## src/rtl/router_pkg.sv

```systemverilog
// Shared router definitions: drain FSM states, header field positions,
// channel count and the mod-3 channel increment.
package router_pkg;

    typedef enum logic [1:0] {
        ST_IDLE,
        ST_HDR,
        ST_BODY,
        ST_ABORT
    } state_t;

    localparam int LEN_MSB = 5;
    localparam int LEN_LSB = 2;
    localparam int CH_MSB  = 1;
    localparam int CH_LSB  = 0;
    localparam int NUM_CH  = 3;

    function automatic logic [1:0] next_ch(input logic [1:0] ch);
        return (ch >= 2'(NUM_CH - 1)) ? 2'd0 : ch + 2'd1;
    endfunction

endpackage

```

## src/rtl/rr_pick3.sv

```systemverilog
// Combinational 3-way round-robin pick: first set req bit at ptr, ptr+1, ptr+2.
// Ports: req[2:0], ptr[1:0] in; gnt[1:0] (valid only when any), any out.
module rr_pick3
    import router_pkg::*;
(
    input  logic [2:0] req,
    input  logic [1:0] ptr,
    output logic [1:0] gnt,
    output logic       any
);

    always_comb begin
        any = |req;
        gnt = 2'd0;
        case (ptr)
            2'd1:    gnt = req[1] ? 2'd1 : (req[2] ? 2'd2 : 2'd0);
            2'd2:    gnt = req[2] ? 2'd2 : (req[0] ? 2'd0 : 2'd1);
            default: gnt = req[0] ? 2'd0 : (req[1] ? 2'd1 : 2'd2);
        endcase
    end

endmodule

```

## src/rtl/router_drain_arbiter.sv

```systemverilog
// Egress scheduler: grants one of three FWFT FIFOs per packet round-robin,
// frames the byte stream with sop/eop and aborts packets stalled on underrun.
// Ports: clk, rst; fifo_vld/fifo_data_0..2, chan_en, out_ready in;
//        read_enb, out_data/valid/sop/eop/ch, busy, timeout_err, hdr_err out.
module router_drain_arbiter
    import router_pkg::*;
#(
    parameter  int DW      = 8,
    parameter  int TIMEOUT = 16,
    localparam int TW      = $clog2(TIMEOUT + 1)
) (
    input  logic          clk,
    input  logic          rst,
    input  logic [2:0]    fifo_vld,
    input  logic [DW-1:0] fifo_data_0,
    input  logic [DW-1:0] fifo_data_1,
    input  logic [DW-1:0] fifo_data_2,
    input  logic [2:0]    chan_en,
    input  logic          out_ready,
    output logic [2:0]    read_enb,
    output logic [DW-1:0] out_data,
    output logic          out_valid,
    output logic          out_sop,
    output logic          out_eop,
    output logic [1:0]    out_ch,
    output logic          busy,
    output logic          timeout_err,
    output logic          hdr_err
);

    state_t        state;
    logic [1:0]    grant;
    logic [1:0]    rr_ptr;
    logic [4:0]    rem;
    logic [TW-1:0] stall;

    logic [1:0]    pick;
    logic          pick_any;
    logic          vld_g;
    logic [DW-1:0] data_g;
    logic          active;
    logic          xfer;
    logic          stall_hit;

    rr_pick3 u_pick (
        .req (fifo_vld & chan_en),
        .ptr (rr_ptr),
        .gnt (pick),
        .any (pick_any)
    );

    always_comb begin
        vld_g  = 1'b0;
        data_g = '0;
        case (grant)
            2'd0: begin vld_g = fifo_vld[0]; data_g = fifo_data_0; end
            2'd1: begin vld_g = fifo_vld[1]; data_g = fifo_data_1; end
            2'd2: begin vld_g = fifo_vld[2]; data_g = fifo_data_2; end
            default: ;
        endcase
    end

    assign active    = (state == ST_HDR) || (state == ST_BODY);
    assign out_valid = active & vld_g;
    assign xfer      = out_valid & out_ready;
    assign read_enb  = xfer ? (3'b001 << grant) : 3'b000;
    assign out_data  = out_valid ? data_g : '0;
    assign out_sop   = out_valid & (state == ST_HDR);
    assign out_eop   = out_valid & (state == ST_BODY) & (rem == 5'd1);
    assign busy      = (state != ST_IDLE);
    assign out_ch    = busy ? grant : 2'd0;

    // Only an empty granted FIFO counts as a stall; downstream backpressure never does.
    assign stall_hit = !vld_g && (stall == TW'(TIMEOUT - 1));

    always_ff @(posedge clk or posedge rst) begin
        if (rst) begin
            state       <= ST_IDLE;
            grant       <= 2'd0;
            rr_ptr      <= 2'd0;
            rem         <= 5'd0;
            stall       <= '0;
            timeout_err <= 1'b0;
            hdr_err     <= 1'b0;
        end else begin
            unique case (state)
                ST_IDLE: begin
                    stall <= '0;
                    if (pick_any) begin
                        grant <= pick;
                        state <= ST_HDR;
                    end
                end
                ST_HDR, ST_BODY: begin
                    if (!vld_g) begin
                        stall <= stall + TW'(1);
                        if (stall_hit)
                            state <= ST_ABORT;
                    end else begin
                        stall <= '0;
                    end
                    if (xfer && state == ST_HDR) begin
                        rem   <= 5'(data_g[LEN_MSB:LEN_LSB]) + 5'd1;
                        state <= ST_BODY;
                        // Mismatched channel field is flagged but forwarded as-is.
                        if (data_g[CH_MSB:CH_LSB] != grant)
                            hdr_err <= 1'b1;
                    end
                    if (xfer && state == ST_BODY) begin
                        rem <= rem - 5'd1;
                        if (rem == 5'd1) begin
                            rr_ptr <= next_ch(grant);
                            state  <= ST_IDLE;
                        end
                    end
                end
                ST_ABORT: begin
                    timeout_err <= 1'b1;
                    rr_ptr      <= next_ch(grant);
                    stall       <= '0;
                    state       <= ST_IDLE;
                end
            endcase
        end
    end

endmodule

```

## config.mk

```make
export PLATFORM = sky130hd
export DESIGN_NAME = router_drain_arbiter
export DESIGN_NICKNAME = d
export VERILOG_FILES = /design/src/rtl/router_pkg.sv /design/src/rtl/rr_pick3.sv /design/src/rtl/router_drain_arbiter.sv
export SDC_FILE = /design/constraint.sdc
export NUM_CORES = 1
export LEC_CHECK = 0
export BUFFER_PORTS_ARGS = -buffer_cell sky130_fd_sc_hd__buf_2
export CORE_UTILIZATION = 47
export CTS_BUF_LIST = sky130_fd_sc_hd__clkbuf_8
export CTS_CLUSTER_SIZE = 25
export DETAILED_ROUTE_END_ITERATION = 10
export PLACE_DENSITY = 0.9
export SLEW_MARGIN = 30
export SYNTH_ARGS = -nofsm -noshare
export SYNTH_HDL_FRONTEND = slang
export SYNTH_SLANG_ARGS = --single-unit
export TNS_END_PERCENT = 1
```

## constraint.sdc

```tcl
create_clock -name clk -period 1.9 [get_ports clk]
set_input_delay 0 -clock clk [delete_from_list [all_inputs] [get_ports clk]]
set_output_delay 0 -clock clk [all_outputs]
set_load 0.02 [all_outputs]
```

==> results of run 1 <==
-- logic make-up after synthesis --
family                     after synthesis  share of synthesized area
xor gates and xnor gates                 4                    0.02301
AOI/OAI and AO/OA                       46                     0.2137
adders and majority gates               11                    0.09038
buffers and inverters                   22                    0.06655
DFF                                     18                     0.2958
and+or+nand+nor                         67                     0.2342
muxes                                   11                    0.07642
-- per-stage QoR --
stage	power, uW	std cells	instance area [um2]	hold slack (ns)
floorplan	1792	179	1523	-0.06143
global placement	2382	295	2002	0.1447
detailed placement	2428	295	2002	0.1461
CTS	2800	300	2088	0.07604
global route	3156	303	2163	0.1100
finish	2954	303	2163	0.07154
-- metal layers --
layer | up-vias | global-route usage
met5 | - | 0
met4 | 0 | 0.1088
met3 | 11 | 0.02857
met2 | 70 | 0.4675
met1 | 765 | 0.2648
li1 | 806 | -
-- flip-flops by register name (all words and copies together), names as in the netlist --
register	count
state	2
hdr_err	1
timeout_err	1
grant	2
rem	5
rr_ptr	2
stall	5
-- placed cells by master (no fill, tap or decap), types with 2 or more instances in the layout --
| master | count |
|---|---|
| o31ai_1 | 3 |
| inv_1 | 14 |
| mux2i_1 | 7 |
| buf_2 | 45 |
| nor2_1 | 18 |
| o21ai_0 | 7 |
| buf_4 | 37 |
| dfrtp_1 | 16 |
| xnor2_1 | 3 |
| a2bb2oi_2 | 2 |
| a21oi_1 | 12 |
| a41oi_1 | 3 |
| a211oi_1 | 2 |
| nand3b_1 | 2 |
| ha_1 | 10 |
| nor3b_1 | 2 |
| o21a_1 | 2 |
| nor2b_1 | 6 |
| and4b_1 | 2 |
| nand3_1 | 7 |
| and3_1 | 4 |
| dfrtp_2 | 2 |
| clkbuf_8 | 4 |
| nand2_1 | 15 |
| mux2_2 | 2 |
-- worst register-to-register path: cells and delay by family (launching register included) --
| family | cells | cell delay, ns |
|---|---|---|
| mux | 1 | 0.38 |
| fa+ha+maj | 1 | 0.36 |
| flops | 1 | 0.36 |
| buf+inv | 2 | 0.25 |
| compound gates | 1 | 0.33 |
| simple gates | 1 | 0.08 |
-- area by class of cell --
cell class / count / area share
clock buffer: 4 / 0.02545
inverter: 14 / 0.02429
multi-input combinational: 139 / 0.4731
sequential: 18 / 0.2094
tap: 44 / 0.02545
timing repair buffer: 84 / 0.2423
-- power by group --
group | switching, uW | internal, uW | leakage [uW] | total [uW]
Clock | 138 | 184 | 0.0000288 | 322
Combinational | 1070 | 934 | 0.000822 | 2010
Sequential | 118 | 507 | 0.000224 | 625
-- timing repair --
item	4_1_cts	5_1_grt
endpoints found under the setup margin	11	13
pin swaps	0	2
buffers inserted	0	3
hold endpoints to repair	18	0
hold buffers	1	0
gates resized for setup	5	15
-- worst paths after layout --
check	to	slack, ns
setup / recovery	out_data[7]	-0.03
hold / removal	grant[1]	0.07
setup reg to reg	rr_ptr[1]	0.03
hold reg to reg	stall[0]	0.46
max in group asynchronous	grant[0]	1.03
min in group asynchronous	state[1]	0.38
==> impl_metrics.yaml, run 1 <==
outcome:
  outcome: "finished with violations"
  violations: "setup timing"
detailed_routing:
  wl_met2_mm: 2.134
  drc_errors: 0
  drt-met1-wl_mm: 1.674
  drtIter0Drc: 51
  dr.pass1.iters: 4
  wl_met3_um: 215
  via_per_inst: 5.452
  wl_per_cell_um: 13.57
  vias: 1652
  highest_layer: "met4"
  drt-total-wl_mm: 4.112
  antenna_left: 0
placed_design:
  gp_congestion: 0.8452
  hpwl_mm: 3.040
  dp_slack_ns: -0.08729
  port_buffers: 51
timing:
  finalSetupTns_ns: -0.04387
  post-route-period-util: 1.017
  rsz0062_at_grt: "yes"
  setup_viol: 4
  setup_ws_ns: -0.03159
  fin_skew_ns: 0.006632
  worst_pin_slew_ns: 0.6968
  hold_viol_final: 0
  clock.fmax_ghz: 0.5177
  fin_crit_ns: 1.932
  slew_violations: 0
  slew-limit-headroom: 0.5350
global_routing:
  grt_start_max_net_pins: 19
  grt-ovfl-total: 0
  grtUsageTotal: 0.2438
  grt_pass1_vias: 1639
  grt_pass1_wl_mm: 6.534
  antenna_found_initial: 0
setup_path:
  cp-start-kind: "flop"
  crit_cells: 8
  ff2ff_path_depth: 6
  cp_slowest_cell: "dfrtp_2"
  worstPathCellList: "mux2i_4 -> buf_4 -> o21ai_4 -> buf_4 -> nand2_4 -> buf_4 -> nor2_1 -> buf_4"
  crit_path_start: "grant[0]"
  endpoint_kind: "output pin"
  slowest_delay_ns: 0.46
  path_common_cell: "buf_4"
  crit_family: "buffers and inverters"
  r2r_start: "state[0]"
  crit_fanout: 6
  crit_arrival_ns: 1.93
  path_buf_inv: 4
  path_class: "reg2out"
  cp_data_required_time_ns: 1.90
min_path:
  hp-class: "in2reg"
  min_path_cells: 3
  hp-start: "chan_en[2]"
synthesis:
  synth_area_leader_cell: "dfrtp_1"
  syn_nets: 223
  ys_seq_area_frac: 0.2958
  synth_edf_count: 0
  yosysTopAreaCellShare: 0.2958
  synth_area_leaders: "dfrtp_1 (30%), ha_1 (9.0%), mux2i_1 (5.3%)"
  synth_ff_type: "dfrtp_1"
  ys_warn_count: 0
  syn-cell-area_mm2: 0.001523
  async_reset_ff_frac: 1.000
  synth_common_cells: "dfrtp_1 (18), nor2_1 (18), nand2_1 (16)"
  syn_inst: 179
  syn_avg_cell_area_um2: 8.507
  ys_ff_latch: 18
  synth_cell_types: 50
final_layout:
  syn_to_final_growth_pct: 42.07
  post-route-util: 0.7086
  drive_gt1_frac: 0.4093
  multi_input_area_mm2: 0.001023
  regArea_um2: 452.9
  nFillCells: 228
  diodes: 0
  layout.nets: 304
floorplan:
  die_w_um: 58.92
  rows: 20
  ioPinCount: 52
  fp.dieH_um: 58.92
  design.die.area_mm2: 0.003472
  core_mm2: 0.003053
  start_util: 0.4988
clocking:
  h-tree-depth: 1
  clk_latency_ns: 0.26
  clock_path_buffers: 2
  cts_sinks: 18
  cts_tree: "done"
  numCtsBuffers: 3
  cts_root_buf: "clkbuf_8"
  cts.clk_slew.worst_paths_ns: 0.08
power_and_ir_drop:
  cellPowerDensity_mw_per_mm2: 1365
  vdd_drop_max_mv: 1.009
  p_leak_uw: 0.001074
run:
  drv_cap: 0
Power figures use the tool's default switching activity.
==> run 2, diff against run 1 <==
--- a/config.mk
+++ b/config.mk
@@ -6,11 +6,11 @@
 export NUM_CORES = 1
 export LEC_CHECK = 0
 export BUFFER_PORTS_ARGS = -buffer_cell sky130_fd_sc_hd__buf_2
-export CORE_UTILIZATION = 47
+export CORE_UTILIZATION = 55
 export CTS_BUF_LIST = sky130_fd_sc_hd__clkbuf_8
 export CTS_CLUSTER_SIZE = 25
 export DETAILED_ROUTE_END_ITERATION = 10
-export PLACE_DENSITY = 0.9
+export PLACE_DENSITY = 0.95
 export SLEW_MARGIN = 30
 export SYNTH_ARGS = -nofsm -noshare
 export SYNTH_HDL_FRONTEND = slang
==> constraint.sdc (replaced) <==
create_clock -name clk -period 2.45 [get_ports clk]
set_input_delay 0 -clock clk [delete_from_list [all_inputs] [get_ports clk]]
set_output_delay 0 -clock clk [all_outputs]
set_load 0.02 [all_outputs]
==> impl_metrics.yaml, run 2 (synthesis gave the netlist of run 1 again) <==
outcome:
  outcome: "finished clean"
setup_path:
  crit_fanout: 12
  crit_arrival_ns: 2.25
  r2r_start: "grant[0]"
  r2r-end: "rr_ptr[1]"
  ff2ff_path_depth: 4
  r2r_setup_slack_ns: 0.25
  cp-start-kind: "flop"
  path_class: "reg2out"
  endpoint_kind: "output pin"
  cp_data_required_time_ns: 2.45
run:
  drv_cap: 0
final_layout:
  final_common_cell: "buf_2"
  largest_registers: "rem (5), stall (5)"
  diodes: 0
  syn_to_final_growth_pct: 21.77
  final_cell_mix: "buf_2 (51), nor2_1 (18), dfrtp_1 (18)"
  drive_gt1_frac: 0.3043
  nFillCells: 208
  final_cells: 260
  layout.nets: 276
floorplan:
  core_mm2: 0.002545
  design.die.area_mm2: 0.002983
  start_util: 0.5983
  die_w_um: 54.62
  ioPinCount: 52
  rows: 18
  fp.dieH_um: 54.62
clocking:
  cts_sinks: 18
  cts_root_buf: "clkbuf_8"
  h-tree-depth: 1
  cts.clk_slew.worst_paths_ns: 0.07
  clock_path_buffers: 2
  cts_tree: "done"
  clk_latency_ns: 0.25
  numCtsBuffers: 3
timing:
  post-route-period-util: 0.9164
  whs_ns: 0.1075
  setup_viol: 0
  rsz0062_at_grt: "no"
  fin_crit_ns: 2.245
  slew_violations: 0
  fin_skew_ns: 0.002385
  finalSetupTns_ns: 0
  slew-limit-headroom: 0.5230
  worst_pin_slew_ns: 0.7148
  hold_viol_final: 0
  clock.fmax_ghz: 0.4454
global_routing:
  grt_start_max_net_pins: 19
  grtUsageTotal: 0.2826
  grt-ovfl-total: 0
  grt_pass1_wl_mm: 6.092
  grt_pass1_vias: 1434
  antenna_found_initial: 0
detailed_routing:
  via_per_inst: 5.800
  dr.pass1.iters: 4
  wl_met2_mm: 1.840
  drtIter0Drc: 33
  drt-total-wl_mm: 3.711
  wl_per_cell_um: 14.27
  wl_met3_um: 216
  vias: 1508
  drt-met1-wl_mm: 1.603
  antenna_left: 0
  drc_errors: 0
  highest_layer: "met4"
min_path:
  whs_endpoint: "grant[1]"
  hp-class: "in2reg"
  hp-start: "chan_en[2]"
  min_path_cells: 3
placed_design:
  port_buffers: 51
  hpwl_mm: 2.905
  dp.cells: 256
  gp_congestion: 0.8775
power_and_ir_drop:
  p_leak_uw: 0.0009245
  cellPowerDensity_mw_per_mm2: 1043
  vdd_drop_max_mv: 0.6809
==> run 2: where the power goes <==
group / switching (uW) / total, uW / internal [uW] / leakage, uW
combinational: 715 / 1210 / 499 / 0.000676
clock: 93.9 / 203 / 109 / 0.0000216
sequential: 126 / 516 / 390 / 0.000227
==> run 2: worst max-delay path by stage <==
| stage | depth (start not counted) | end | slack, ns | start |
|---|---|---|---|---|
| global route | 5 | out_data[1] | 0.08 | grant[0] |
| finish | 5 | out_data[1] | 0.20 | grant[0] |
| detailed placement | 7 | rem[2] | 0.15 | state[0] |
| global placement | 7 | rem[2] | 0.30 | state[0] |
| CTS | 7 | rem[2] | 0.16 | state[0] |
| floorplan | 9 | rem[2] | 0.57 | state[0] |
==> run 2: layout make-up <==
| cell class | instances | area (um2) | area share |
|---|---|---|---|
| sequential | 18 | 450.4 | 0.2429 |
| multi-input combinational | 139 | 977.2 | 0.5270 |
| clock buffer | 3 | 41.29 | 0.02227 |
| tap | 30 | 37.54 | 0.02024 |
| inverter | 14 | 52.55 | 0.02834 |
| timing repair buffer | 56 | 295.3 | 0.1592 |
==> run 2: timing repair <==
| action | 4_1_cts | 5_1_grt |
|---|---|---|
| endpoints found under the hold margin | 18 | 0 |
| hold buffers | 1 | 0 |
| setup buffers | 0 | 0 |
| setup endpoints to repair | 0 | 4 |
| resized for setup | 0 | 1 |
==> run 2: critical path, cell delays in order (launching register included) <==
cell and delay [ns]:
dfrtp_1 0.69, mux2i_2 0.22, o21ai_2 0.30, nand2_1 0.27, a211oi_1 0.30, buf_2 0.21
==> run 2: through the flow <==
step | utilization | power [uW] | worst slack, ns | cell area, um2
after floorplan | - | 1390 | 0.5713 | 1523
after global placement | 0.7060 | 1664 | 0.2955 | 1797
after detailed placement | 0.7060 | 1706 | 0.1528 | 1797
after CTS | 0.7262 | 1919 | 0.1632 | 1848
after global routing | 0.7286 | 2084 | 0.07721 | 1854
final | 0.7286 | 1934 | 0.2049 | 1854
==> run 2: layer usage <==
layer	up-vias	GRT usage
met4	0	0.09829
met5	-	0
li1	742	-
met2	70	0.5080
met3	9	0.03333
met1	687	0.3407
